### config.mk
export PLATFORM = sky130hd
export DESIGN_NAME = obstacle_scheduler
export DESIGN_NICKNAME = d
export VERILOG_FILES = /design/src/rtl/obstacle_pkg.sv /design/src/rtl/obstacle_index_gen.sv /design/src/rtl/obstacle_scheduler.sv
export SDC_FILE = /design/constraint.sdc
export NUM_CORES = 1
export LEC_CHECK = 0
export ABC_AREA = 1
export BUFFER_PORTS_ARGS = -buffer_cell sky130_fd_sc_hd__buf_2
export CAP_MARGIN = 30
export CORE_MARGIN = 3
export CORE_UTILIZATION = 58
export CTS_CLUSTER_SIZE = 12
export DETAILED_ROUTE_END_ITERATION = 6
export PLACE_DENSITY = 0.82
export SLEW_MARGIN = 20
export SYNTH_ARGS = -nofsm -noshare
export SYNTH_HDL_FRONTEND = slang
export SYNTH_SLANG_ARGS = --single-unit
### constraint.sdc
create_clock -name pclk -period 2.8 [get_ports pclk]
set_input_delay 0.56 -clock pclk [delete_from_list [all_inputs] [get_ports pclk]]
set_output_delay 0.56 -clock pclk [all_outputs]
set_load 0.005 [all_outputs]
### src/rtl/obstacle_pkg.sv
// Shared encodings for the obstacle scheduler: FSM states, mux select constants, LFSR seed/taps.
package obstacle_pkg;

  localparam int OBSTACLE_SEL_W = 4;
  localparam logic [OBSTACLE_SEL_W-1:0] SEL_NONE = 4'hF;

  // x^8+x^6+x^5+x^4+1, shifting left: feedback from bits 7,5,4,3
  localparam logic [7:0] LFSR_SEED = 8'hA5;
  localparam logic [7:0] LFSR_TAPS = 8'hB8;

  typedef enum logic [1:0] {
    ST_IDLE   = 2'd0,
    ST_GAP    = 2'd1,
    ST_ATTACK = 2'd2,
    ST_HALT   = 2'd3
  } state_t;

  function automatic logic [7:0] lfsr_step(input logic [7:0] v);
    return {v[6:0], ^(v & LFSR_TAPS)};
  endfunction

endpackage

### src/rtl/obstacle_index_gen.sv
// Picks the obstacle index for the next attack: sequential wrap, or LFSR-based when
// OBSTACLE_SCHED_RANDOM_EN is defined (never repeats the previous index if more than one obstacle).
import obstacle_pkg::*;

module obstacle_index_gen #(
  parameter int NUM_OBSTACLES = 2
) (
  input  logic                      pclk,
  input  logic                      rst,
  input  logic                      i_restart,
  input  logic                      i_load,
  output logic [OBSTACLE_SEL_W-1:0] o_next_idx
);

  logic [OBSTACLE_SEL_W-1:0] r_last_idx;
  logic                      r_have_prev;
  logic [OBSTACLE_SEL_W-1:0] w_seq_idx;

  always_ff @(posedge pclk) begin
    if (rst || i_restart) begin
      r_last_idx  <= '0;
      r_have_prev <= 1'b0;
    end else if (i_load) begin
      r_last_idx  <= o_next_idx;
      r_have_prev <= 1'b1;
    end
  end

  assign w_seq_idx = (r_last_idx == OBSTACLE_SEL_W'(NUM_OBSTACLES - 1)) ? '0 : r_last_idx + 1'b1;

`ifdef OBSTACLE_SCHED_RANDOM_EN
  logic [7:0]                r_lfsr;
  logic [OBSTACLE_SEL_W-1:0] w_cand;

  always_ff @(posedge pclk) begin
    if (rst) r_lfsr <= LFSR_SEED;
    else     r_lfsr <= lfsr_step(r_lfsr);
  end

  assign w_cand     = OBSTACLE_SEL_W'(32'(r_lfsr) % NUM_OBSTACLES);
  assign o_next_idx = (r_have_prev && (NUM_OBSTACLES > 1) && (w_cand == r_last_idx)) ? w_seq_idx : w_cand;
`else
  assign o_next_idx = r_have_prev ? w_seq_idx : '0;
`endif

endmodule

### src/rtl/obstacle_scheduler.sv
// Frame-paced obstacle attack sequencer (IDLE/GAP/ATTACK/HALT) driving a 16:1 obstacle mux.
// Define OBSTACLE_SCHED_RANDOM_EN for LFSR-driven obstacle order instead of sequential.
//   state  | meaning
//   IDLE   | not playing, outputs at reset values
//   GAP    | blank frames between attacks, sel = SEL_NONE
//   ATTACK | one obstacle selected for ATTACK_FRAMES frames
//   HALT   | player dead, sel frozen until play_selected drops
import obstacle_pkg::*;

module obstacle_scheduler #(
  parameter int NUM_OBSTACLES = 2,
  parameter int ATTACK_FRAMES = 600,
  parameter int GAP_FRAMES    = 60
) (
  input  logic                      pclk,
  input  logic                      rst,
  input  logic                      vsync_in,
  input  logic                      play_selected,
  input  logic                      game_over,
  output logic [OBSTACLE_SEL_W-1:0] obstacle_sel,
  output logic                      obstacle_start,
  output logic                      attack_active,
  output logic [7:0]                round_cnt,
  output logic [1:0]                state_out
);

  state_t                    r_state;
  logic                      r_vsync_d;
  logic [15:0]               r_frame_cnt;
  logic [OBSTACLE_SEL_W-1:0] r_sel;
  logic                      r_start;
  logic                      r_active;
  logic [7:0]                r_round;

  state_t                    w_next_state;
  logic                      w_frame_tick;
  logic                      w_gap_done;
  logic                      w_atk_done;
  logic                      w_enter_attack;
  logic                      w_attack_done;
  logic                      w_restart;
  logic [OBSTACLE_SEL_W-1:0] w_next_idx;
  logic [OBSTACLE_SEL_W-1:0] w_sel_next;
  logic [7:0]                w_round_next;
  logic [15:0]               w_frame_cnt_next;

  assign w_frame_tick = vsync_in & ~r_vsync_d;
  assign w_gap_done   = w_frame_tick && (r_frame_cnt == 16'(GAP_FRAMES - 1));
  assign w_atk_done   = w_frame_tick && (r_frame_cnt == 16'(ATTACK_FRAMES - 1));

  obstacle_index_gen #(
    .NUM_OBSTACLES (NUM_OBSTACLES)
  ) u_index_gen (
    .pclk       (pclk),
    .rst        (rst),
    .i_restart  (w_restart),
    .i_load     (w_enter_attack),
    .o_next_idx (w_next_idx)
  );

  always_comb begin
    w_next_state = r_state;
    // game_over beats timer expiry; play_selected low beats timer expiry
    case (r_state)
      ST_IDLE:   if (play_selected) w_next_state = ST_GAP;
      ST_GAP: begin
        if (game_over)           w_next_state = ST_HALT;
        else if (!play_selected) w_next_state = ST_IDLE;
        else if (w_gap_done)     w_next_state = ST_ATTACK;
      end
      ST_ATTACK: begin
        if (game_over)           w_next_state = ST_HALT;
        else if (!play_selected) w_next_state = ST_IDLE;
        else if (w_atk_done)     w_next_state = ST_GAP;
      end
      ST_HALT:   if (!game_over && !play_selected) w_next_state = ST_IDLE;
      default:   w_next_state = ST_IDLE;
    endcase

    w_enter_attack = (r_state == ST_GAP)    && (w_next_state == ST_ATTACK);
    w_attack_done  = (r_state == ST_ATTACK) && (w_next_state == ST_GAP);
    w_restart      = (r_state == ST_IDLE)   && (w_next_state == ST_GAP);

    case (w_next_state)
      ST_ATTACK: w_sel_next = w_enter_attack ? w_next_idx : r_sel;
      ST_HALT:   w_sel_next = r_sel;
      default:   w_sel_next = SEL_NONE;
    endcase

    if ((w_next_state == ST_IDLE) || w_restart) w_round_next = 8'd0;
    else if (w_attack_done)                     w_round_next = (r_round == 8'hFF) ? r_round : r_round + 8'd1;
    else                                        w_round_next = r_round;

    if (w_next_state != r_state)
      w_frame_cnt_next = 16'd0;
    else if (w_frame_tick && ((r_state == ST_GAP) || (r_state == ST_ATTACK)))
      w_frame_cnt_next = r_frame_cnt + 16'd1;
    else
      w_frame_cnt_next = r_frame_cnt;
  end

  always_ff @(posedge pclk) begin
    if (rst) begin
      r_state     <= ST_IDLE;
      r_vsync_d   <= 1'b0;
      r_frame_cnt <= 16'd0;
      r_sel       <= SEL_NONE;
      r_start     <= 1'b0;
      r_active    <= 1'b0;
      r_round     <= 8'd0;
    end else begin
      r_state     <= w_next_state;
      r_vsync_d   <= vsync_in;
      r_frame_cnt <= w_frame_cnt_next;
      r_sel       <= w_sel_next;
      r_start     <= w_enter_attack;
      r_active    <= (w_next_state == ST_ATTACK);
      r_round     <= w_round_next;
    end
  end

  assign obstacle_sel   = r_sel;
  assign obstacle_start = r_start;
  assign attack_active  = r_active;
  assign round_cnt      = r_round;
  assign state_out      = r_state;

endmodule

# ---- Word level (Yosys, flattened, before mapping)
# Cells that the tools add are included.
dict set report classes {
  n_addsub 3
  eq_ne 12
  n_mux 13
  bitwise_logic 4
  reduce_logical 18
}
# cell count
set ops {}
lappend ops {{adder 16 x 1 -> 16 bit (second input constant)} 1}
lappend ops {{== test 16 x 10 -> 1 bit (second input constant)} 1}
lappend ops {{== test 16 x 6 -> 1 bit (second input constant)} 1}
lappend ops {{2-to-1 mux 2 bit} 8}
lappend ops {{2-to-1 mux 4 bit} 3}
lappend ops {{adder 8 x 1 -> 8 bit (second input constant)} 1}
lappend ops {{== test 2 bit (second input constant)} 4}
lappend ops {{== test 8 bit (second input constant)} 1}
lappend ops {{one-hot mux 2 bit (4 select lines)} 1}
lappend ops {{one-hot mux 4 bit (2 select lines)} 1}
lappend ops {{logical AND 1 bit} 7}
lappend ops {{adder 4 x 1 -> 4 bit (second input constant)} 1}
lappend ops {{== test 2 x 1 -> 1 bit (second input constant)} 2}
lappend ops {{== test 4 x 1 -> 1 bit (second input constant)} 1}
lappend ops {{zero test 2 bit} 2}
lappend ops {{AND reduction 2 bit} 2}
lappend ops {{OR reduction 2 bit} 2}
lappend ops {{logical OR 1 bit} 3}
lappend ops {{inverter 1 bit} 3}
lappend ops {{zero test 1 bit} 2}
lappend ops {{inequality test 2 x 1 -> 1 bit (second input constant)} 1}
lappend ops {{inequality test 2 bit} 1}
lappend ops {{bitwise AND 1 bit} 1}
dict set report totals {
  register_bits 38
  input_bits 5
  out_inout_bits 16
  elab_cells 59
}

# ---- Logic depth before layout (Yosys ltp)
# Gate-level depths: netlist of run 1.
dict set report depth {
  word_depth 11
  ltp_mapped 17
  depth_no_buf 16
}

# ---- By module
# From an unflattened synthesis of run 1, not the netlist that was laid out.
dict set report hier_totals {
  hier_cells 296
  hier_area_um2 2204.6
}
# mod n_inst cells_each area_each_um2 seq_area_each_um2
set modules_own_cells {}
lappend modules_own_cells {obstacle_scheduler 1 259 1924.3 660.6}
lappend modules_own_cells {obstacle_index_gen 1 37 280.3 100.1}

# ---- Worst setup path before layout of run 1
# No wires, ideal clock.
dict set report synth_path {
  path_type {register to register}
  from {register r_state[0], in the netlist state_out[0]}
  to {register r_frame_cnt[15]}
  setup_time_ps 116
  arrival_ps 1904
  required_time_ps 2684
  slack_ps 780
  stages_incl_launch_ff 12
  path_buffers 0
  synth_period_minus_slack_ps 2020
  path_cell_list {dfxtp_1 -> inv_1 -> ha_1 -> inv_1 -> nor2_4 -> nand2_1 -> nor2_1 -> nand4_1 -> nor2_1 -> nand4_1 -> xor2_1 -> nor2_2}
}
dict set report synth_via {
  elab_chain_len 6
  word_cells_on_any_way 17
  classes_between {eq/ne (4); mux (9); reduce/logical (4)}
}
# item line
set synth_lines {}
lappend synth_lines {{from (decl)} obstacle_scheduler.sv:27} ;# state_t r_state;
lappend synth_lines {{from (signal assigned)} obstacle_scheduler.sv:112} ;# r_state <= w_next_state;
lappend synth_lines {{2-to-1 mux 2 bit (on tied branches)} {obstacle_scheduler.sv:74, obstacle_scheduler.sv:69}}
lappend synth_lines {{2-to-1 mux 2 bit (on tied branches)} {obstacle_scheduler.sv:73, obstacle_scheduler.sv:68}}
lappend synth_lines {{2-to-1 mux 2 bit (on tied branches)} {obstacle_scheduler.sv:72, obstacle_scheduler.sv:67}}
lappend synth_lines {{one-hot mux 2 bit (4 select lines)} obstacle_scheduler.sv:64} ;# case (r_state)
lappend synth_lines {{inequality test 2 bit} obstacle_scheduler.sv:94} ;# if (w_next_state != r_state)
lappend synth_lines {{OR reduction 2 bit (no source line)} -}
lappend synth_lines {{to (signal assigned)} obstacle_scheduler.sv:114} ;# r_frame_cnt <= w_frame_cnt_next;
lappend synth_lines {{to (decl)} obstacle_scheduler.sv:29} ;# logic [15:0] r_frame_cnt;
# Several ways; a longest one is shown, not always the timed one.
# A chain may end at the register's enable or synchronous reset.

# ---- Worst setup path after layout of run 1
dict set report layout_path {
  from {register r_state[1], in the netlist state_out[1]}
  to {register r_frame_cnt[8]}
}
# Same word-level chain as after synthesis.

==> results.json, run 1 <==
{
  "grtUsageMet3": 0.04722,
  "combPwrFrac": 0.478,
  "timing.fmax_ghz": 0.3941,
  "maxCapViolations": 0,
  "wl_per_cell_um": 11.88,
  "routed_via_density": 5.166,
  "path_max_fanout": 16,
  "grt_first_pass_wirelength_mm": 7.362,
  "share_seq_of_total_power": 0.340,
  "fin_crit_ns": 2.537,
  "leakage_nw": 1.001,
  "die_h_um": 67.07,
  "synth_edf_count": 0,
  "path_class": "flip-flop to flip-flop",
  "drt_iter0_drc": 126,
  "postCtsHoldBufs": 0,
  "grt_busiest_layer": "met2",
  "syn_area_per_cell_um2": 7.259,
  "cts.clk_slew.worst_paths_ns": 0.07,
  "cp-start-kind": "flip-flop",
  "final-seq-area_um2": 760.7,
  "critPathArrivalTime_ns": 2.76,
  "ys_types": 31,
  "layout.nets": 336,
  "num_rows": 21,
  "reg2reg_slack_ns": 0.26,
  "clockBufferDepth": 2,
  "first_global_vias": 1727,
  "ios": 21,
  "track_usage": 0.2130,
  "endpoint_kind": "flip-flop",
  "synth_fp_nets": 312,
  "hpwl_mm": 3.253,
  "sw_frac_of_total": 0.4624,
  "clk_latency_ns": 0.29,
  "dpl_worst_slack_ns": 0.2310,
  "synth_top_area_share": 0.3516,
  "relSlewSlack": 0.6889,
  "setup_violations": 0,
  "htree_levels": 2,
  "ys.flop_type": "dfxtp_1",
  "routed_wirelength_mm": 4.370,
  "firstDrtPassIters": 4,
  "synth_area_leaders": "dfxtp_1 (35%), nand2_1 (9.0%), xor2_1 (7.7%)",
  "cp.required_ns": 3.02,
  "diodes": 0,
  "vias": 1901,
  "yosysMostFrequentCell": "nand2_1",
  "cts-buffers-inserted": 5,
  "initial_core_util": 0.6237,
  "status": "finished clean",
  "finalHoldViolations": 0,
  "p_clk_frac": 0.182,
  "ant_nets": 0,
  "grtUsageMet2": 0.3607,
  "remaining_drc_errors": 0,
  "drive_above_1_share": 0.1801,
  "synthToLayoutAreaGrowth_pct": 10.18,
  "fin_skew_ns": 0.004502,
  "multiInputGateArea_um2": 1206,
  "setup_ws_ns": 0.2625,
  "port_buffers": 20,
  "p_per_area_nw_per_um2": 814.7,
  "core_um2": 3468,
  "antenna_found_initial": 0,
  "slew_viol_final": 0,
  "met1_usage": 0.2646,
  "routabilityCongestion": 0.8897,
  "internal_power_mw": 1.044,
  "yosys_warnings": 0,
  "yosysSeqAreaShare": 0.3516,
  "syn_inst": 298,
  "tightest_slew_ns": 0.4666,
  "fp.dieW_um": 67.07,
  "cts_tree": "done",
  "cts_setup_buffers": 0,
  "fill_cells": 301,
  "p_sw_mw": 0.8979,
  "overflow": 0,
  "min_period_over_period": 0.9062,
  "tns_ns": 0,
  "syn_area_um2": 2163,
  "synth-seq-cells": 38,
  "cts-root-buf": "clkbuf_8",
  "yosys-top-cells-count": "nand2_1 (52), inv_1 (41), dfxtp_1 (38), nor2_1 (34), nand4_1 (20)",
  "cts.sinks": 38,
  "ir_drop_v": 0.0004375,
  "async_flop_share": 0,
  "rsz0062_at_grt": "false",
  "design.die.area_um2": 4498,
  "grt_max_degree": 17,
  "yosys.area.top_type": "dfxtp_1",
  "hold_path.class": "flip-flop to flip-flop"
}
## critical path, cell delays in order (launching register included)
cell     delay, ns
dfxtp_1       0.46
inv_1         0.15
ha_1          0.37
o21ai_0       0.21
nand2_1       0.09
nor2_1        0.24
nand2_1       0.11
nand2_2       0.22
xor2_1        0.26
nand2_4       0.20
nor2_1        0.15
## cell type report
cell class / count / share of cell area
Clock inverter: 2 / 0.004199
Sequential cell: 38 / 0.3192
Inverter: 44 / 0.06929
Timing Repair Buffer: 22 / 0.04829
Tap cell: 46 / 0.02415
Multi-Input combinational cell: 211 / 0.5060
Clock buffer: 5 / 0.02887
## registers in the layout, indices dropped and copies added, names as in the netlist
name,cells
u_index_gen.r_have_prev,1
obstacle_start,1
r_frame_cnt,16
u_index_gen.r_last_idx,4
r_vsync_d,1
attack_active,1
round_cnt,8
obstacle_sel,4
state_out,2
## layout by cell type (no fill, tap or decap), types with 2 or more instances in the layout
cell type and count:
or2_0 2, nand3_1 19, xnor2_1 2, nor3_2 2
a21oi_1 15, buf_2 20, nor2_1 34, clkinv_2 2
nand2_1 52, inv_1 41, clkbuf_8 5, nand3_2 2
nand2_2 6, xor2_1 19, ha_1 9, nor2_2 12
dfxtp_1 38, nor3_1 4, o21ai_0 3, inv_2 2
buf_4 2, nand4_1 20
## power by group through the flow
stage	Clock [mW]	Combinational (mW)	Sequential, mW
after global placement	0	0.886	0.664
after floorplan	0	0.732	0.669
after global routing	0.388	1.05	0.667
final	0.353	0.929	0.660
after CTS	0.361	0.913	0.659
after detailed placement	0	0.903	0.670
## kinds of logic after synthesis
group                      synth area share
and+or+nand+nor                      0.3540
buffers and inverters               0.09312
DFF                                  0.3516
AOI/OAI and AO/OA                   0.05957
xor gates and xnor gates            0.08502
adders and majority gates           0.05205
muxes                              0.004627
## through the flow
stage | instances | total power, mW | util | cell area [um2] | hold slack (ns)
final | 368 | 1.942 | 0.6872 | 2384 | 0.4494
after global routing | 368 | 2.100 | 0.6872 | 2384 | 0.4782
after CTS | 368 | 1.934 | 0.6858 | 2379 | 0.4553
after detailed placement | 361 | 1.573 | 0.6631 | 2300 | 0.4370
after global placement | 361 | 1.550 | 0.6631 | 2300 | 0.4355
after floorplan | 298 | 1.401 | - | 2163 | 0.4244
## path summary, 6_finish.rpt
path / startpoint / to / depth (start not counted)
worst max-delay path: state_out[1] / r_frame_cnt[8] / 10
worst min-delay path: u_index_gen.r_have_prev / u_index_gen.r_have_prev / 2
worst max register to register: state_out[1] / r_frame_cnt[8] / 10
worst min register to register: u_index_gen.r_have_prev / u_index_gen.r_have_prev / 2
## routing by layer
metal	part of all wire	routed length, um
met1	0.46	2013
met2	0.49	2150
met3	0.037	161
met4	0.010	44
met5	0	0
## timing repair
action                     CTS  global route
gates resized for setup      0             1
setup endpoints to repair    0             1
hold endpoints to repair     0             0
Power figures use the tool's default switching activity.
==> run 2: changes to the inputs <==
- BUFFER_PORTS_ARGS: -buffer_cell sky130_fd_sc_hd__buf_2 -> -buffer_cell sky130_fd_sc_hd__buf_4
- CORE_UTILIZATION: 58 -> 61
- CTS_BUF_LIST: default -> sky130_fd_sc_hd__clkbuf_8
- PLACE_DENSITY: 0.82 -> 0.86
==> run 2 against run 1 <==
Effect of this change:
- utilization grew 7.1 points
- maximum frequency up 2.7%
- total power up 0.73%
- sequential power about the same
- final cell count down 0.54%
- flip-flop and latch count did not move
- combinational power up 2.7%
- sequential share of layout area shrank 0.59 points
- critical path depth is 1 higher
- final area grew 1.9%
- clock skew fell by 0.00056 ns
==> results.json, run 2 (same netlist as run 1, synthesis figures left out) <==
{
  "status": "finished clean",
  "p_per_area_nw_per_um2": 805.5,
  "fp.dieW_um": 65.55,
  "cp.required_ns": 2.98,
  "path_cells": "inv_1, ha_1, inv_1, nor2_4, nand2_1, nor2_1, nand4_1, nor2_1, nand4_1, xor2_1, nor2_2",
  "min_period_over_period": 0.8824,
  "cts_tree": "done",
  "setup_violations": 0,
  "sw_frac_of_total": 0.4533,
  "p_clk_frac": 0.175,
  "routed_wirelength_mm": 4.259,
  "grt_first_pass_wirelength_mm": 7.665,
  "routed_via_density": 5.265,
  "fill_cells": 264,
  "share_seq_of_total_power": 0.338,
  "port_buffers": 20,
  "path_max_fanout": 7,
  "wl_per_cell_um": 11.64,
  "design.die.area_um2": 4297,
  "multiInputGateArea_um2": 1206,
  "timing.fmax_ghz": 0.4048,
  "clockBufferDepth": 2,
  "initial_core_util": 0.6754,
  "maxCapViolations": 0,
  "reg2reg_depth": 11,
  "rsz0062_at_grt": "false",
  "fin_crit_ns": 2.471,
  "fin_skew_ns": 0.003944,
  "cts-root-buf": "clkbuf_8",
  "final-seq-area_um2": 760.7,
  "cts.sinks": 38,
  "p_sw_mw": 0.8867,
  "ant_nets": 0,
  "hpwl_mm": 3.173,
  "dpl_worst_slack_ns": 0.3010,
  "firstDrtPassIters": 4,
  "path_buf_inv": 2,
  "internal_power_mw": 1.069,
  "relSlewSlack": 0.6919,
  "antenna_found_initial": 0,
  "final_cell_mix": "nand2_1 (52), inv_1 (43), dfxtp_1 (38)",
  "final_common_cell": "nand2_1",
  "timing.rr.start": "state_out[0]",
  "crit_family": "simple AND/OR/NAND/NOR gates",
  "ir_drop_v": 0.0004744,
  "utilization": 0.7582,
  "diodes": 0,
  "cp-start-kind": "flip-flop",
  "core_um2": 3203,
  "clk_latency_ns": 0.29,
  "r2r_end": "r_frame_cnt[15]",
  "slew_viol_final": 0,
  "setup_ws_ns": 0.3294,
  "layout.nets": 336,
  "routabilityCongestion": 0.8643,
  "tightest_slew_ns": 0.4622,
  "track_usage": 0.2290,
  "ios": 21,
  "max_stage_delay_ns": 0.49,
  "cts.clk_slew.worst_paths_ns": 0.07,
  "first_global_vias": 1862,
  "remaining_drc_errors": 0,
  "num_rows": 20,
  "vias": 1927,
  "hold_path.class": "primary input to flip-flop",
  "tns_ns": 0,
  "startpoint": "state_out[0]",
  "path_class": "flip-flop to flip-flop",
  "cts-buffers-inserted": 5,
  "critPathArrivalTime_ns": 2.65,
  "largest_reg_flops": 16,
  "drt_iter0_drc": 141,
  "path_depth": 11,
  "die_h_um": 65.55,
  "grt_max_degree": 17,
  "combPwrFrac": 0.487,
  "finalHoldViolations": 0,
  "htree_levels": 2,
  "leakage_nw": 1.013,
  "synthToLayoutAreaGrowth_pct": 12.26,
  "cp_slowest_cell": "dfxtp_1",
  "overflow": 0,
  "reg2reg_slack_ns": 0.33,
  "drive_above_1_share": 0.1739,
  "endpoint_kind": "flip-flop",
  "worstSetupEndpoint": "r_frame_cnt[15]",
  "top_register": "r_frame_cnt"
}
run 2: cell count changes in the layout (fill, tap and decap cells not counted), sizes merged:
| cell | previous run | this run |
|---|---|---|
| inv | 43 | 45 |
| clkinv | 3 | 1 |
run 2: how the worst min path moves through the flow:
stage,from,endpoint,slack [ns],cells past startpoint
4_1_cts,rst,r_vsync_d,0.43,2
2_1_floorplan,u_index_gen.r_have_prev,u_index_gen.r_have_prev,0.42,2
3_3_place_gp,u_index_gen.r_have_prev,u_index_gen.r_have_prev,0.44,2
3_5_place_dp,obstacle_sel[3],obstacle_sel[3],0.45,2
6_report,rst,r_vsync_d,0.44,2
5_1_grt,rst,state_out[0],0.45,2
run 2: power by group through the flow:
| stage | combinational [mW] | sequential, mW | clock (mW) |
|---|---|---|---|
| 6_report | 0.954 | 0.660 | 0.342 |
| 3_5_place_dp | 0.933 | 0.672 | 0 |
| 3_3_place_gp | 0.912 | 0.669 | 0 |
| 4_1_cts | 0.939 | 0.660 | 0.351 |
| 5_1_grt | 1.06 | 0.670 | 0.375 |
| 2_1_floorplan | 0.732 | 0.669 | 0 |
run 2: area by class of cell:
type,count,share of cell area
multi-input combinational,211,0.4967
sequential,38,0.3132
timing repair buffer,22,0.06801
inverter,44,0.06801
clock buffer,5,0.02834
tap,44,0.02267
clock inverter,2,0.003091
run 2: through the flow:
stage | hold slack [ns] | area [um2] | total power [mW] | std cells
floorplan | 0.4244 | 2163 | 1.401 | 298
global placement | 0.4355 | 2347 | 1.581 | 359
detailed placement | 0.4485 | 2347 | 1.605 | 359
CTS | 0.4349 | 2424 | 1.950 | 366
global route | 0.4473 | 2429 | 2.105 | 366
finish | 0.4442 | 2429 | 1.956 | 366
run 2: layer usage:
layer | track usage | part of all wire | vias to the layer above
met1 | 0.2768 | 0.47 | 875
li1 | - | - | 1000
met4 | 0.09585 | 0.028 | 0
met5 | 0 | 0 | -
met3 | 0.06154 | 0.044 | 13
met2 | 0.3818 | 0.46 | 39
run 2: repair_timing:
| action | in CTS | in global routing |
|---|---|---|
| setup endpoints to repair | 0 | 1 |
| buffers inserted | 0 | 0 |
| hold buffers | 0 | 0 |
| gates resized for setup | 0 | 1 |
run 2: worst register-to-register path: stages (launching register included):
cell	delay (ns)
dfxtp_1	0.49
inv_1	0.19
ha_1	0.31
inv_1	0.05
nor2_4	0.18
nand2_1	0.11
nor2_1	0.21
nand4_1	0.22
nor2_1	0.22
nand4_1	0.13
xor2_1	0.19
nor2_2	0.05
==> run 3: changes to the inputs <==
- CORE_UTILIZATION: 61 -> 55
- PLACE_DENSITY: 0.86 -> 0.82
- clock period: 2.8 -> 2.07 ns (I/O delays scaled with it)
==> run 3 against run 2 <==
Effect of this change:
- global-route usage decreased by 0.47 points
- final cell count rose by 4.9%
- final area increased by 9.9%
- worst setup slack worse by 0.22 ns
- critical endpoint is now r_frame_cnt[13]
- largest cell class unchanged
- largest power group unchanged
==> results.json, run 3 (same netlist as run 1, synthesis figures left out) <==
{
  "path_buf_inv": 2,
  "wl_per_cell_um": 13.17,
  "routed_via_density": 5.326,
  "overflow": 0,
  "cp_slowest_cell": "dfxtp_2",
  "clockBufferDepth": 2,
  "synthToLayoutAreaGrowth_pct": 23.42,
  "drive_above_1_share": 0.2768,
  "power_mw": 3.110,
  "cts.clk_slew.worst_paths_ns": 0.07,
  "p_per_area_nw_per_um2": 1165,
  "p_sw_mw": 1.334,
  "firstDrtPassIters": 4,
  "crit_family": "simple AND/OR/NAND/NOR gates",
  "sw_frac_of_total": 0.4291,
  "finalHoldViolations": 0,
  "clk_latency_ns": 0.28,
  "drt_iter0_drc": 255,
  "hpwl_mm": 3.528,
  "final_cell_mix": "nand2_1 (51), inv_1 (38), buf_4 (35)",
  "internal_power_mw": 1.775,
  "grt_max_degree": 17,
  "postCtsHoldBufs": 0,
  "maxCapViolations": 0,
  "reg2reg_slack_ns": 0.11,
  "design.die.area_um2": 4722,
  "cts-buffers-inserted": 5,
  "core_um2": 3716,
  "largest_reg_flops": 16,
  "remaining_drc_errors": 0,
  "initial_core_util": 0.5822,
  "p_clk_frac": 0.160,
  "die_h_um": 68.72,
  "htree_levels": 2,
  "path_class": "flip-flop to flip-flop",
  "final_common_cell": "nand2_1",
  "max_stage_delay_ns": 0.35,
  "grtUsageMet3": 0.04862,
  "port_buffers": 20,
  "endpoint_kind": "flip-flop",
  "setup_violations": 0,
  "cpMostUsedCell": "nor2_4",
  "num_rows": 22,
  "diodes": 0,
  "grtUsageMet2": 0.3933,
  "vias": 2045,
  "cts.sinks": 38,
  "tns_ns": 0,
  "cp-start-kind": "flip-flop",
  "antenna_found_initial": 0,
  "ios": 21,
  "fin_skew_ns": 0.004314,
  "combPwrFrac": 0.556,
  "timing.fmax_ghz": 0.5096,
  "hold_path.class": "primary input to flip-flop",
  "routed_wirelength_mm": 5.057,
  "met1_usage": 0.2610,
  "ant_nets": 0,
  "fp.dieW_um": 68.72,
  "top_register": "r_frame_cnt",
  "cts_tree": "done",
  "first_global_vias": 1929,
  "cp.required_ns": 2.25,
  "grt_busiest_layer": "met2",
  "slew_viol_final": 0,
  "track_usage": 0.2243,
  "fin_crit_ns": 1.962,
  "layout.nets": 351,
  "worstHoldStart": "rst",
  "status": "finished clean",
  "relSlewSlack": 0.7667,
  "min_period_over_period": 0.9479,
  "ir_drop_v": 0.0007947,
  "path_max_fanout": 5,
  "grt_first_pass_wirelength_mm": 8.017,
  "cts-root-buf": "clkbuf_8",
  "share_seq_of_total_power": 0.284,
  "leakage_nw": 1.126,
  "tightest_slew_ns": 0.3492,
  "startpoint": "state_out[1]",
  "path_cells": "inv_4, ha_4, inv_2, nor2_4, nand2_2, nor2_4, nand4_1, nor4_2, xor2_1, nor2_2",
  "routabilityCongestion": 0.8521,
  "timing.rr.start": "state_out[1]",
  "critPathArrivalTime_ns": 2.14
}
==> run 3: changes by cell type in the layout (fill, tap and decap cells not counted), sizes merged <==
cell,delta
clkbuf,+1
buf,+15
inv,-2
==> run 3: worst register-to-register path, stage by stage, from the launching register on <==
cell and delay [ns]:
dfxtp_2 0.35, inv_4 0.06, ha_4 0.26, inv_2 0.04
nor2_4 0.10, nand2_2 0.09, nor2_4 0.14, nand4_1 0.21
nor4_2 0.35, xor2_1 0.22, nor2_2 0.04
==> run 3: per-stage QoR <==
stage               setup slack (ns)  utilization  instance area (um2)  hold WS, ns  instances
detailed placement          -0.01220       0.6545                 2432       0.4400        372
global route               -0.007246       0.7185                 2670       0.2893        384
global placement             0.03395       0.6545                 2432       0.4374        372
floorplan                    0.04958            -                 2163       0.4244        298
CTS                        0.0002289       0.6811                 2531       0.2965        379
finish                        0.1078       0.7185                 2670       0.2998        384
==> run 3: what timing repair did <==
item	4_1_cts	5_1_grt
buffers inserted	1	5
hold endpoints to repair	0	0
endpoints found under the setup margin	2	33
pin swaps	1	10
resized for setup	2	26
==> run 3: area by class of cell <==
cell class	count	area, um2
timing repair buffer	37	302.8
clock buffer	6	82.58
sequential	38	765.7
fill	295	1046
multi-input combinational	211	1289
tap	48	60.06
inverter	44	170.2
==> run 3: path summary, 6_finish.rpt <==
check / end / cells after the start
max: r_frame_cnt[13] / 10
min: state_out[0] / 2
max reg2reg: r_frame_cnt[13] / 10
min reg2reg: u_index_gen.r_have_prev / 2
==> run 3: power by group through the flow <==
| stage | sequential (mW) | combinational, mW | clock, mW |
|---|---|---|---|
| after global placement | 0.880 | 1.49 | 0 |
| after floorplan | 0.904 | 0.991 | 0 |
| after CTS | 0.866 | 1.54 | 0.505 |
| after global routing | 0.896 | 1.90 | 0.530 |
| after detailed placement | 0.883 | 1.53 | 0 |
| final | 0.883 | 1.73 | 0.497 |
==> run 3: metal layers <==
| metal | share of wire | wire (um) |
|---|---|---|
| met5 | 0 | 0 |
| met4 | 0.022 | 110 |
| met3 | 0.046 | 233 |
| met2 | 0.49 | 2459 |
| met1 | 0.45 | 2253 |
